File: src/rtl/mips_run_ctrl_pkg.sv
// Shared definitions for the MIPS run controller: FSM state encoding and small helpers.
package mips_run_ctrl_pkg;

    typedef enum logic [2:0] {
        ST_IDLE    = 3'd0,
        ST_HOLD    = 3'd1,
        ST_RUN     = 3'd2,
        ST_DONE    = 3'd3,
        ST_TIMEOUT = 3'd4
    } state_t;

    // States in which a start pulse launches a new run.
    function automatic logic accepts_start(input state_t s);
        return (s == ST_IDLE) || (s == ST_DONE) || (s == ST_TIMEOUT);
    endfunction

endpackage

File: src/rtl/mips_halt_detect.sv
// Per-core "j ." detector: captures the PC each RUN cycle, counts consecutive repeats,
// and raises a sticky halted flag once the repeat count reaches STALL_LIMIT.
module mips_halt_detect #(
    parameter int PC_W        = 32,
    parameter int STALL_LIMIT = 8
) (
    input  logic            clk,
    input  logic            rst,
    input  logic            clr,
    input  logic            en,
    input  logic [PC_W-1:0] pc,
    output logic            halted
);

    localparam int SW = $clog2(STALL_LIMIT + 1);

    logic [PC_W-1:0] prev_pc;
    logic            prev_valid;
    logic [SW-1:0]   stall_cnt;
    logic            repeat_pc;

    // The first enabled cycle after a clear only captures, so it can never count as a repeat.
    assign repeat_pc = prev_valid && (pc == prev_pc);

    always_ff @(posedge clk or negedge rst) begin
        if (!rst) begin
            prev_pc    <= '0;
            prev_valid <= 1'b0;
            stall_cnt  <= '0;
            halted     <= 1'b0;
        end else if (clr) begin
            prev_pc    <= '0;
            prev_valid <= 1'b0;
            stall_cnt  <= '0;
            halted     <= 1'b0;
        end else if (en) begin
            prev_pc    <= pc;
            prev_valid <= 1'b1;
            if (repeat_pc) begin
                if (stall_cnt != SW'(STALL_LIMIT)) begin
                    stall_cnt <= stall_cnt + SW'(1);
                end
                if (stall_cnt == SW'(STALL_LIMIT - 1)) begin
                    halted <= 1'b1;
                end
            end else begin
                stall_cnt <= '0;
            end
        end
    end

endmodule

File: src/rtl/mips_run_ctrl.sv
// Run controller for MIPS cores: sequences core reset, counts RUN cycles, detects the
// all-cores-halted end condition and aborts runaway programs with a watchdog.
module mips_run_ctrl
    import mips_run_ctrl_pkg::*;
#(
    parameter int N_CORES     = 1,
    parameter int PC_W        = 32,
    parameter int CNT_W       = 32,
    parameter int RST_CYCLES  = 4,
    parameter int STALL_LIMIT = 8,
    parameter int MAX_CYCLES  = 0
) (
    input  logic                      clk,
    input  logic                      rst,
    input  logic                      start,
    input  logic [N_CORES*PC_W-1:0]   core_pc,
    output logic [N_CORES-1:0]        core_rst_n,
    output logic                      running,
    output logic [N_CORES-1:0]        halted,
    output logic                      done,
    output logic                      timeout,
    output logic [CNT_W-1:0]          cycle_count,
    output state_t                    state
);

    localparam int HW = $clog2(RST_CYCLES + 1);

    state_t               next_state;
    logic                 start_ok;
    logic                 all_halted;
    logic                 wd_expired;
    logic [HW-1:0]        hold_cnt;
    logic [N_CORES-1:0]   core_rst_n_d;
    logic                 running_d;
    logic                 done_d;
    logic                 timeout_d;

    assign start_ok   = start && accepts_start(state);
    assign all_halted = &halted;
    assign wd_expired = (MAX_CYCLES != 0) && (cycle_count == CNT_W'(MAX_CYCLES));

    always_ff @(posedge clk or negedge rst) begin
        if (!rst) begin
            state <= ST_IDLE;
        end else begin
            state <= next_state;
        end
    end

    always_comb begin
        next_state = state;
        case (state)
            ST_IDLE, ST_DONE, ST_TIMEOUT: begin
                if (start) next_state = ST_HOLD;
            end
            ST_HOLD: begin
                if (hold_cnt == '0) next_state = ST_RUN;
            end
            ST_RUN: begin
                // A run that completes on the watchdog's last cycle still counts as done.
                if (all_halted)      next_state = ST_DONE;
                else if (wd_expired) next_state = ST_TIMEOUT;
            end
            default: next_state = ST_IDLE;
        endcase
    end

    // Outputs are decoded from the next state and registered, so they line up with the state.
    always_comb begin
        core_rst_n_d = '0;
        running_d    = 1'b0;
        done_d       = 1'b0;
        timeout_d    = 1'b0;
        case (next_state)
            ST_RUN: begin
                core_rst_n_d = '1;
                running_d    = 1'b1;
            end
            ST_DONE: begin
                core_rst_n_d = '1;
                done_d       = 1'b1;
            end
            ST_TIMEOUT: begin
                core_rst_n_d = '1;
                timeout_d    = 1'b1;
            end
            default: ;
        endcase
    end

    always_ff @(posedge clk or negedge rst) begin
        if (!rst) begin
            core_rst_n <= '0;
            running    <= 1'b0;
            done       <= 1'b0;
            timeout    <= 1'b0;
        end else begin
            core_rst_n <= core_rst_n_d;
            running    <= running_d;
            done       <= done_d;
            timeout    <= timeout_d;
        end
    end

    always_ff @(posedge clk or negedge rst) begin
        if (!rst) begin
            hold_cnt <= '0;
        end else if (start_ok) begin
            hold_cnt <= HW'(RST_CYCLES - 1);
        end else if (state == ST_HOLD && hold_cnt != '0) begin
            hold_cnt <= hold_cnt - HW'(1);
        end
    end

    always_ff @(posedge clk or negedge rst) begin
        if (!rst) begin
            cycle_count <= '0;
        end else if (start_ok) begin
            cycle_count <= '0;
        end else if (next_state == ST_RUN && cycle_count != {CNT_W{1'b1}}) begin
            cycle_count <= cycle_count + CNT_W'(1);
        end
    end

    for (genvar i = 0; i < N_CORES; i++) begin : g_core
        mips_halt_detect #(
            .PC_W        (PC_W),
            .STALL_LIMIT (STALL_LIMIT)
        ) u_halt_detect (
            .clk    (clk),
            .rst    (rst),
            .clr    (start_ok),
            .en     (state == ST_RUN),
            .pc     (core_pc[i*PC_W +: PC_W]),
            .halted (halted[i])
        );
    end

endmodule

File: config.mk
export PLATFORM = sky130hd
export DESIGN_NAME = mips_run_ctrl
export DESIGN_NICKNAME = d
export VERILOG_FILES = /design/src/rtl/mips_run_ctrl_pkg.sv /design/src/rtl/mips_halt_detect.sv /design/src/rtl/mips_run_ctrl.sv
export SDC_FILE = /design/constraint.sdc
export NUM_CORES = 1
export LEC_CHECK = 0
export CORE_ASPECT_RATIO = 0.6
export CORE_MARGIN = 2
export CORE_UTILIZATION = 30
export DETAILED_ROUTE_END_ITERATION = 6
export HOLD_SLACK_MARGIN = 0.08
export MAX_ROUTING_LAYER = met4
export PLACE_DENSITY = 0.55
export SYNTH_ARGS = -nofsm -noshare
export SYNTH_HDL_FRONTEND = slang
export SYNTH_SLANG_ARGS = --single-unit
File: constraint.sdc
create_clock -name clk -period 2.3 [get_ports clk]
set_input_delay 0.23 -clock clk [delete_from_list [all_inputs] [get_ports clk]]
set_output_delay 0.23 -clock clk [all_outputs]
set_load 0.005 [all_outputs]
==> impl_metrics.csv <==
group,metric,value,unit
run_status,outcome,"finished, final reports clean",
floorplan,die_area,14500,um^2
clocking,clk_pin_slew,0.06,ns
logic_synthesis,synth_nets,474,
global_route,grt_pass1_vias,3312,
clocking,numCtsBuffers,9,
sta,grt_setup_unrepaired,"no",
clocking,cts_root_buffer,"clkbuf_16",
place,hpwl,7200,um
drt,first_pass_iters,4,
logic_synthesis,synth.area.top_cells,"dfrtp_1 (49%), nand2_1 (8.2%), xnor2_1 (6.9%)",
worst_setup_path,cp_num_buf_inv,0,
min_path,hp-class,"primary input to async pin",
pwr,p_switching,0.00158,W
sta,finalSetupViolCount,0,
place,gp_congestion,0.810,
logic_synthesis,ys_top_cells_by_count,"nand2_1 (89), dfrtp_1 (80), nor2_1 (35)",
layout,post-route-util,42.0,%
clocking,ctsResizeCount,0,
logic_synthesis,synth-async-reset-ratio,100,%
layout,fillers,1258,
logic_synthesis,netlist_area,4050,um^2
logic_synthesis,yosysSeqAreaShare,49.4,%
pwr,swShare,31.8,%
worst_setup_path,endpoint_kind,"flip-flop",
clocking,cts_tree,"done",
pwr,p_per_area,908,nW/um^2
global_route,grt_util_all_layers,15.6,%
pwr,power.leakage,2.35,nW
sta,finalHoldViolCount,0,
logic_synthesis,synthFlopType,"dfrtp_1",
floorplan,die_h,94.0,um
global_route,antenna_found_initial,0,
layout,n_antenna_cell,0,
pwr,vdd_ir_drop_max,0.312,mV
logic_synthesis,netlist.area_leader.share,49.4,%
floorplan,start_util,31.1,%
worst_setup_path,cp_common_cell,"nand2_1",
place,io_buffers,74,
worst_setup_path,worst_ep_required_time,2.58,ns
flow_run,cap_violations,0,
pwr,p_int,0.00339,W
logic_synthesis,ys_ff_latch,80,
logic_synthesis,synth_xor_xnor_area_share,13.0,%
layout,fin_nets,565,
logic_synthesis,syn_inst,434,
pwr,p_seq_share,39.5,%
logic_synthesis,synthAdderAreaFrac,1.54,%
worst_setup_path,crit_family,"simple AND/OR/NAND/NOR gates",
worst_setup_path,critPathMaxStageDelay,0.51,ns
floorplan,row_count,32,
sta,tightest_slew,0.615,ns
worst_setup_path,regToRegSetupSlack,0.19,ns
clocking,htreeDepth,3,
clocking,worstSkewPairLatency,0.34,ns
floorplan,ios,75,
drt,viasPerCell,4.75,
sta,final.setup_skew,0.00843,ns
worst_setup_path,cp-start-kind,"flip-flop",
worst_setup_path,path_class,"flip-flop to flip-flop",
worst_setup_path,worst_path_max_delay_cell,"a311oi_4",
sta,fin_crit,2.11,ns
sta,relSlewSlack,59.0,%
logic_synthesis,synth-simple-area-share,25.1,%
drt,vias,3326,
clocking,cts.path.max_buffers,2,
drt,drt_iter0_markers,157,
worst_setup_path,arrival,2.39,ns
logic_synthesis,yosys_warnings,0,
layout,area_growth,34.9,%
clocking,cts.sinks,80,
drt,drc,0,
pwr,power.share.clock,31.3,%
layout,drive_gt1_share,9.06,%
logic_synthesis,netlist-cell-type-count,42,
logic_synthesis,synth_top_area_cell,"dfrtp_1",
logic_synthesis,synth_top_family_by_area,"simple AND/OR/NAND/NOR gates",
sta,clock.fmax,0.474,GHz
global_route,grt_pass1_wl,17100,um
floorplan,die_w,154,um
global_route,grt_max_degree,44,
logic_synthesis,synth_edf_count,0,
drt,drt_wl_total,10200,um
sta,whs,0.446,ns
logic_synthesis,post-synth-top-count-cell,"nand2_1",
worst_setup_path,path_cells,"ha_1, and3_1, nand3_1, a311oi_4, nand2_1, or3_1, nand2_1",
floorplan,fp.coreArea,13000,um^2
logic_synthesis,synthMuxAreaShare,0.494,%
drt,routedWlPerCell,14.6,um
drt,drtAntennaViolNets,0,
logic_synthesis,synth_compound_area_share,7.87,%
pwr,p_comb_share,29.2,%
sta,fin_crit_sh,91.7,%
logic_synthesis,syn_avg_cell_area,9.34,um^2
global_route,grt_overflow,0,
sta,slew_viol_final,0,
worst_setup_path,crit_fanout,7,
sta,setup_tns,0,ns
==> cells in the final DEF (no fill, tap or decap), types with 2 or more instances in the layout <==
cell             count
nor4_1               5
nor3_1               2
buf_4               23
clkinvlp_4           2
nand3b_1             2
mux2i_1              2
and4_1               4
nor4b_1              2
a211oi_1             2
nand3_1             21
or3_1                2
nand2b_1             2
xor2_1              28
a21o_1               4
a21oi_1              3
and3_1               9
dfrtp_1             80
or3b_1               2
and3b_1              2
bufinv_16            2
buf_12               2
o21ai_1             22
ha_1                 5
xnor2_1             32
nor2_1              35
nand4_1             21
clkbuf_16            9
and2_1               3
clkdlybuf4s50_1     73
nand2_1             89
inv_1                6
o21ai_0             15
==> timing repair <==
action,CTS,global route
endpoints found under the hold margin,40,0
endpoints found under the setup margin,0,11
buffers inserted,0,2
hold buffers,1,0
==> flip-flops by register name (all words and copies together) (netlist names) <==
register / cells
cycle_count: 32
core_rst_n: 1
g_core.u_halt_detect.prev_pc: 32
timeout: 1
hold_cnt: 3
g_core.u_halt_detect.stall_cnt: 4
g_core.u_halt_detect.prev_valid: 1
state: 3
g_core.u_halt_detect.halted: 1
done: 1
running: 1
==> metal layers <==
metal	wire (um)	vias to the layer above	track usage [%]
met5	0	-	-
met4	102	0	4.52
met3	466	10	3.97
met2	4240	68	21.4
met1	5390	1589	22.6
li1	-	1659	-
==> area by class of cell <==
cell class | count | area (um^2) | area share, %
clock buffer | 11 | 243 | 4.44
clock inverter | 5 | 80.1 | 1.46
inverter | 7 | 26.3 | 0.480
multi-input combinational | 328 | 1950 | 35.7
sequential | 80 | 2000 | 36.6
tap | 170 | 213 | 3.89
timing repair buffer | 99 | 953 | 17.4
==> kinds of logic (layout without fill, tap and decap cells) <==
logic type,after synthesis,in the layout
AO/OA/AOI/OAI,53,53
AND/OR/NAND/NOR,208,208
adder cells (fa/ha/maj),5,5
flip-flops,80,80
XOR/XNOR,60,60
buffers and inverters,26,122
multiplexers,2,2
==> path summary, 6_finish.rpt <==
check,to,start,depth (start not counted)
min in group clk,g_core[0].u_halt_detect.prev_valid,g_core[0].u_halt_detect.prev_valid,2
max in group asynchronous,g_core[0].u_halt_detect.prev_pc[13],rst,3
worst max-delay path,cycle_count[12],cycle_count[1],7
worst min-delay path,g_core[0].u_halt_detect.prev_pc[12],rst,2
worst max register to register,cycle_count[12],cycle_count[1],7
worst min register to register,g_core[0].u_halt_detect.prev_valid,g_core[0].u_halt_detect.prev_valid,2
==> through the flow <==
stage | cell area, um^2 | setup slack [ns] | cells | power (W)
global placement | 5120 | 0.200 | 681 | 0.00341
finish | 5470 | 0.191 | 700 | 0.00497
detailed placement | 5120 | 0.177 | 681 | 0.00346
global route | 5470 | 0.00307 | 700 | 0.00536
floorplan | 4050 | 0.285 | 434 | 0.00293
CTS | 5450 | 0.173 | 698 | 0.00505
==> power by group through the flow <==
stage                     Clock, W  Sequential, W  Combinational, W
after global placement           0        0.00197           0.00144
after floorplan                  0        0.00196          0.000968
final                      0.00155        0.00196           0.00145
after global routing       0.00167        0.00201           0.00167
after detailed placement         0        0.00199           0.00147
after CTS                  0.00161        0.00196           0.00148
(Power assumes the default switching activity.)
